$ cat src/rtl/decodificador_constante_pkg.sv
// Shared types for the decode stage feeding the constant extender.
// Optional illegal-word flag is enabled with DECODIFICADOR_ILEGAL_EN.
package pacote_decod;

  localparam int LARG_CONST = 11;
  localparam logic [4:0] OP_ALU_MAX = 5'b10011;

  typedef enum logic [1:0] {
    EXT_LOADLIT = 2'b00,
    EXT_LCL     = 2'b01,
    EXT_LCH     = 2'b10,
    EXT_NENHUM  = 2'b11
  } controle_e;

  typedef enum logic [1:0] {
    FMT_ALU     = 2'b00,
    FMT_OUTRO   = 2'b01,
    FMT_LOADLIT = 2'b10,
    FMT_LCL_LCH = 2'b11
  } formato_e;

  typedef enum logic [1:0] {
    VAZIO = 2'd0,
    UM    = 2'd1,
    CHEIO = 2'd2
  } estado_e;

  typedef struct packed {
    logic [LARG_CONST-1:0] constante;
    controle_e             controle;
    logic [2:0]            regA;
    logic [2:0]            regB;
    logic [2:0]            regC;
    logic [4:0]            opALU;
    logic                  ehALU;
`ifdef DECODIFICADOR_ILEGAL_EN
    logic                  ilegal;
`endif
  } campos_decod_t;

  // Idle value of a slot: everything zero except "no extension".
  function automatic campos_decod_t campos_neutros();
    campos_decod_t c;
    c          = '0;
    c.controle = EXT_NENHUM;
    return c;
  endfunction

endpackage

$ cat src/rtl/decodificador_constante_campos.sv
// Purely combinational split of an instruction word into decoded fields.
// With DECODIFICADOR_ILEGAL_EN, reserved encodings are flagged and neutralised.
module decod_campos
  import pacote_decod::*;
(
  input  logic [15:0]   instrucao,
  output campos_decod_t campos
);

  // NOTE: every field gets a default before the case so no latch is inferred.
  always_comb begin
    campos = campos_neutros();
    case (instrucao[15:14])
      FMT_ALU: begin
        campos.opALU = instrucao[13:9];
        campos.regA  = instrucao[8:6];
        campos.regB  = instrucao[5:3];
        campos.regC  = instrucao[2:0];
        campos.ehALU = 1'b1;
      end
      FMT_OUTRO: begin
        campos.regA      = instrucao[13:11];
        campos.regB      = instrucao[10:8];
        campos.constante = {3'b000, instrucao[7:0]};
      end
      FMT_LOADLIT: begin
        campos.regC      = instrucao[13:11];
        campos.constante = instrucao[10:0];
        campos.controle  = EXT_LOADLIT;
      end
      default: begin
        campos.regC      = instrucao[10:8];
        campos.constante = {3'b000, instrucao[7:0]};
        campos.controle  = instrucao[13] ? EXT_LCH : EXT_LCL;
      end
    endcase
`ifdef DECODIFICADOR_ILEGAL_EN
    campos.ilegal = ((instrucao[15:14] == FMT_LCL_LCH) && (instrucao[12:11] != 2'b00)) ||
                    ((instrucao[15:14] == FMT_ALU) && (instrucao[13:9] > OP_ALU_MAX));
    if (campos.ilegal) begin
      campos.controle  = EXT_NENHUM;
      campos.constante = '0;
    end
`endif
  end

endmodule

$ cat src/rtl/decodificador_constante.sv
// Decode stage with a two-slot skid buffer and registered prontoEntrada.
// Build option: DECODIFICADOR_ILEGAL_EN adds the ilegal output.
module decodificador_constante
  import pacote_decod::*;
#(
  parameter int LARGURA_INSTR = 16,
  parameter int LARGURA_CONST = 11
) (
  input  logic                     clock,
  input  logic                     reset,
  input  logic [LARGURA_INSTR-1:0] instrucao,
  input  logic                     validoEntrada,
  output logic                     prontoEntrada,
  input  logic                     descarte,
  output logic [LARGURA_CONST-1:0] constante,
  output logic [1:0]               controle,
  output logic [2:0]               regC,
  output logic [2:0]               regA,
  output logic [2:0]               regB,
  output logic [4:0]               opALU,
  output logic                     ehALU,
  output logic                     validoSaida,
  input  logic                     prontoSaida
`ifdef DECODIFICADOR_ILEGAL_EN
  ,
  output logic                     ilegal
`endif
);

  estado_e       estado_q, estado_d;
  campos_decod_t saida_q, skid_q, campos_novo;
  logic          valido_q, pronto_q;
  logic          entra, sai;

  decod_campos u_decod (
    .instrucao (instrucao),
    .campos    (campos_novo)
  );

  assign entra = validoEntrada && pronto_q;
  assign sai   = valido_q && prontoSaida;

  always_comb begin
    estado_d = estado_q;
    if (descarte) begin
      estado_d = VAZIO;
    end else begin
      case (estado_q)
        VAZIO:   if (entra) estado_d = UM;
        UM: begin
          if (entra && !sai)      estado_d = CHEIO;
          else if (!entra && sai) estado_d = VAZIO;
        end
        CHEIO:   if (sai) estado_d = UM;
        default: estado_d = VAZIO;
      endcase
    end
  end

  // NOTE: state flops use non-blocking assignments so every register samples pre-edge values.
  always_ff @(posedge clock) begin
    if (reset) begin
      estado_q <= VAZIO;
      valido_q <= 1'b0;
      pronto_q <= 1'b1;
      // NOTE: data slots are reset too, because the outputs must read zero after reset.
      saida_q  <= campos_neutros();
      skid_q   <= campos_neutros();
    end else begin
      estado_q <= estado_d;
      valido_q <= (estado_d != VAZIO);
      pronto_q <= (estado_d != CHEIO);
      if (!descarte) begin
        case (estado_q)
          VAZIO: if (entra) saida_q <= campos_novo;
          UM: begin
            if (entra && sai) saida_q <= campos_novo;
            else if (entra)   skid_q  <= campos_novo;
          end
          CHEIO: if (sai) saida_q <= skid_q;
          default: ;
        endcase
      end
    end
  end

  assign prontoEntrada = pronto_q;
  assign validoSaida   = valido_q;
  assign constante     = saida_q.constante;
  assign controle      = saida_q.controle;
  assign regC          = saida_q.regC;
  assign regA          = saida_q.regA;
  assign regB          = saida_q.regB;
  assign opALU         = saida_q.opALU;
  assign ehALU         = saida_q.ehALU;
`ifdef DECODIFICADOR_ILEGAL_EN
  assign ilegal        = saida_q.ilegal;
`endif

endmodule

$ cat config.mk
export PLATFORM = sky130hd
export DESIGN_NAME = decodificador_constante
export DESIGN_NICKNAME = d
export VERILOG_FILES = /design/src/rtl/decodificador_constante_pkg.sv /design/src/rtl/decodificador_constante_campos.sv /design/src/rtl/decodificador_constante.sv
export SDC_FILE = /design/constraint.sdc
export NUM_CORES = 1
export LEC_CHECK = 0
export BUFFER_PORTS_ARGS = -buffer_cell sky130_fd_sc_hd__buf_4
export CAP_MARGIN = 20
export CORE_UTILIZATION = 59
export CTS_CLUSTER_SIZE = 30
export DETAILED_ROUTE_END_ITERATION = 12
export PLACE_DENSITY = 0.82
export RECOVER_POWER = 50
export SYNTH_ARGS = -nofsm -noshare
export SYNTH_HDL_FRONTEND = slang
export SYNTH_SLANG_ARGS = --single-unit
$ cat constraint.sdc
create_clock -name clock -period 5.1 [get_ports clock]
set_clock_uncertainty 0.05 [all_clocks]
set_input_delay 0.765 -clock clock [delete_from_list [all_inputs] [get_ports clock]]
set_output_delay 0.765 -clock clock [all_outputs]
set_load 0.01 [all_outputs]
==> results by stage <==
Worst setup path:
- The highest fanout seen on the critical path is 33.
- The startpoint-to-endpoint class of the critical path is input pin to flop.
- For the worst setup path, the data arrival time is 2.57 ns.
- STA classifies the critical path startpoint as an input pin.
- The kind of capture point of the worst setup path is a flop.
- The endpoint required time on the critical path is 5.32 ns.

Drt:
- The detail-routed net length per standard cell is 16.2 µm.
- The routed design has 6.71 mm of wire.
- The first-pass detailed-route iteration total is 5.
- After detailed routing, the number of vias per cell comes to 6.21.
- In this run, the number of DRC markers left after iteration 0 of detailed routing was 297.
- The post-route antenna net violation count is 0.
- Detailed routing inserted a total of 2579 vias.
- The final routed DRC violation total is 0.

Power:
- The power per standard cell area is 339 mW/mm².
- The largest voltage drop on the vdd net is 0.230 mV.
- The share of total power dissipated in combinational logic is 12.4%.
- The leakage component of the power is 1.15 nW.
- The proportion of power drawn by the clock network is 41.0%.
- The analysis attributes to net switching a power of 0.000265 W.
- The internal power of the cells totals 0.000804 W.
- The power share of the sequential group is 46.6%.
- The proportion of total power due to net switching is 24.8%.

GRT:
- Global routing finished with a remaining overflow of 0.
- The initial antenna violation count is 0.
- The maximum number of pins on one net before global-route repair is 65.
- The total track usage is 28.5%.
- The via count of the first global-routing pass is 2333.
- The wire length of the first global-routing pass is 11.1 mm.

Synthesis:
- The post-synthesis compound-gate area fraction is 26.6%.
- The number of register bits inferred by synthesis is 60.
- The most used flip-flop cell after synthesis is dfxtp_1.
- In the synthesized netlist, the number of instances is 327.
- Yosys printed 0 warnings.
- The synthesized netlist devotes 0% of its cell area to XOR and XNOR gates.
- The proportion of synthesized flip-flops having asynchronous set or reset is 0%.
- The netlist area before placement is 0.00273 mm².
- The synthesized design contains 0 enable-type register cells.
- The mean cell area of the mapped netlist is 8.35 µm².
- The main combinational cell family by area after synthesis is compound AO/OA/AOI/OAI gates.
- In this run, distinct cell masters in the synthesized netlist total 37.
- After synthesis, the largest area contributor takes up 44.0% of total cell area.
- The fraction of synthesized area in multiplexers is 4.90%.
- In the post-synthesis netlist, the biggest area contributors are dfxtp_1 44%, a21oi_1 9.3%, o21a_1 6.3%.
- The number of nets handed over by synthesis was 348.
- The cell type with the largest total area after synthesis is dfxtp_1.
- Of the total synthesized cell area, the portion taken by full adders, half adders and majority gates is 0%.
- Summing the sequential cell areas from Yosys gives 44.0% of the chip area.
- The synthesized netlist devotes 19.2% of its cell area to simple gates.

Timing:
- The clock period could shrink to 2.35 ns.
- The period utilization is 46.0%.
- The final-layout setup total negative slack is 0 ns.
- The worst relative slew slack is 25.4%.
- At the pin with the least slew margin, the transition time is 1.12 ns.
- The final count of hold timing violations is 0.
- The total count of max-transition violations in the final report is 0.
- For this run, the top clock speed supported by timing is 0.426 GHz.
- Setup violations remaining at the end of the flow were counted as 0.
- Setup repair after global routing left no endpoint under its margin.

Finish:
- The number of antenna diodes in the final layout is 0.
- The net count of the finished layout is 380.
- Relative to the synthesized area, the layout overhead comes to 15.4%.
- The multi-input combinational cells in the finished layout cover a total of 0.00139 mm².
- Registers take 0.00120 mm².
- The library cells used most frequently in the layout, excluding fill and tap cells, are 60 x dfxtp_1, 51 x a21oi_1, 34 x nand3_1.
- The total of fill cells in the finished design is 409.
- The post-route netlist has 11.6% of its cells at a drive strength greater than 1.
- The most common cell after layout, fill and taps aside is dfxtp_1.
- The final instance area is 0.00315 mm².

Clock network:
- Buffers inserted to repair hold after CTS numbered 0.
- The cell at the root of the clock tree is clkbuf_8.
- The maximum level of the CTS H-tree is 3.
- The total clock sinks is 60.
- The maximum buffer depth of the clock tree is 2.
- Post-CTS repair changed the size of 0 cells.
- After clock tree synthesis, the clock-pin slew on the worst setup and hold paths is 0.06 ns.
- The clock reaches the later pin of the worst-skew pair after 0.34 ns.
- The CTS buffer count is 9.
- The CTS tree is built.
- The number of buffers inserted to repair setup after CTS is 0.

Place:
- After detailed placement, the total cell area comes to 0.00305 mm².
- The count of input and output buffers is 50.
- Once detailed placement completed, the half-perimeter wirelength came to 4.02 mm.
- The congestion estimate from routability-driven global placement came to 0.789.

Floorplanning:
- The die span in x is 70.0 µm.
- The initialized floorplan defines 24 standard-cell rows.
- The number of placed I/O pins is 51.
- The die height is 70.0 µm.
- The initial core utilization is 61.8%.
- The core region area is 0.00441 mm².
- The die covers 0.00490 mm².

Run:
- The tool flagged a number of max-cap violations equal to 0.

Min path:
- The worst hold-check path type is flop to flop.

Status:
- The flow ran to the end, and the final reports show no timing, DRC or antenna violations.
-- kinds of logic after synthesis --
| kind of cell | Yosys count |
|---|---|
| muxes | 13 |
| and+or+nand+nor | 104 |
| DFF | 60 |
| AOI/OAI and AO/OA | 116 |
| buffers and inverters | 34 |
-- power groups by stage --
stage	Clock (W)	Sequential, W	Combinational (W)
floorplan	0	0.000515	0.0000774
global placement	0	0.000508	0.000140
detailed placement	0	0.000508	0.000142
CTS	0.000444	0.000498	0.000143
global route	0.000462	0.000500	0.000144
finish	0.000439	0.000498	0.000133
-- critical path, stage by stage --
cell	delay (ns)
clkbuf_1	0.11
a21bo_1	0.23
or3_1	0.77
or3_1	0.55
a21oi_2	0.13
-- per-stage QoR --
stage	utilization, %	setup slack, ns	power [W]	hold slack (ns)	std cells
finish	71.4	2.75	0.00107	0.406	415
global route	71.4	2.66	0.00111	0.417	415
CTS	73.8	2.55	0.00108	0.406	414
detailed placement	69.2	2.24	0.000650	0.397	399
global placement	69.2	2.32	0.000647	0.387	399
floorplan	-	3.07	0.000593	0.376	327
-- path summary, 6_finish.rpt --
check             slack (ns)   startpoint         end  depth (start not counted)
hold reg to reg         0.41    skid_q[4]   skid_q[4]                          2
setup reg to reg        2.85  estado_q[0]  skid_q[14]                          4
hold / removal          0.41    skid_q[4]   skid_q[4]                          2
setup / recovery        2.75  prontoSaida  skid_q[14]                          5
-- Yosys cell counts, types with 4 or more instances --
| cell type | number |
|---|---|
| a31oi_1 | 23 |
| buf_1 | 4 |
| or3_1 | 12 |
| a211o_1 | 5 |
| a211oi_1 | 4 |
| nand2_1 | 28 |
| nand2b_1 | 5 |
| o21a_1 | 23 |
| mux2i_1 | 10 |
| nor2_1 | 11 |
| buf_2 | 7 |
| nand3_1 | 34 |
| a21oi_1 | 51 |
| clkbuf_1 | 20 |
| dfxtp_1 | 60 |
-- layout make-up --
cell class,count,share of cell area (%)
well taps,52,2.07
clock inverters,1,0.953
repair buffers,53,9.17
multi-input cells,233,44.0
flip-flops and latches,60,38.1
inverters,2,0.238
clock buffers,14,5.48
-- flip-flops by register name, summed over array words and instances, names as in the netlist, 2 cells and up --
register and cells:
opALU 5, controle 2, regC 3, regA 3, estado_q 2, skid_q 28
constante 11, regB 3
-- layer usage --
| metal | vias up | GRT usage (%) | part of all wire (%) |
|---|---|---|---|
| li1 | 1244 | - | - |
| met1 | 1197 | 40.0 | 44 |
| met2 | 123 | 41.8 | 46 |
| met3 | 15 | 4.91 | 7.1 |
| met4 | 0 | 14.7 | 2.1 |
| met5 | - | 0 | 0 |
Power figures use the tool's default switching activity.
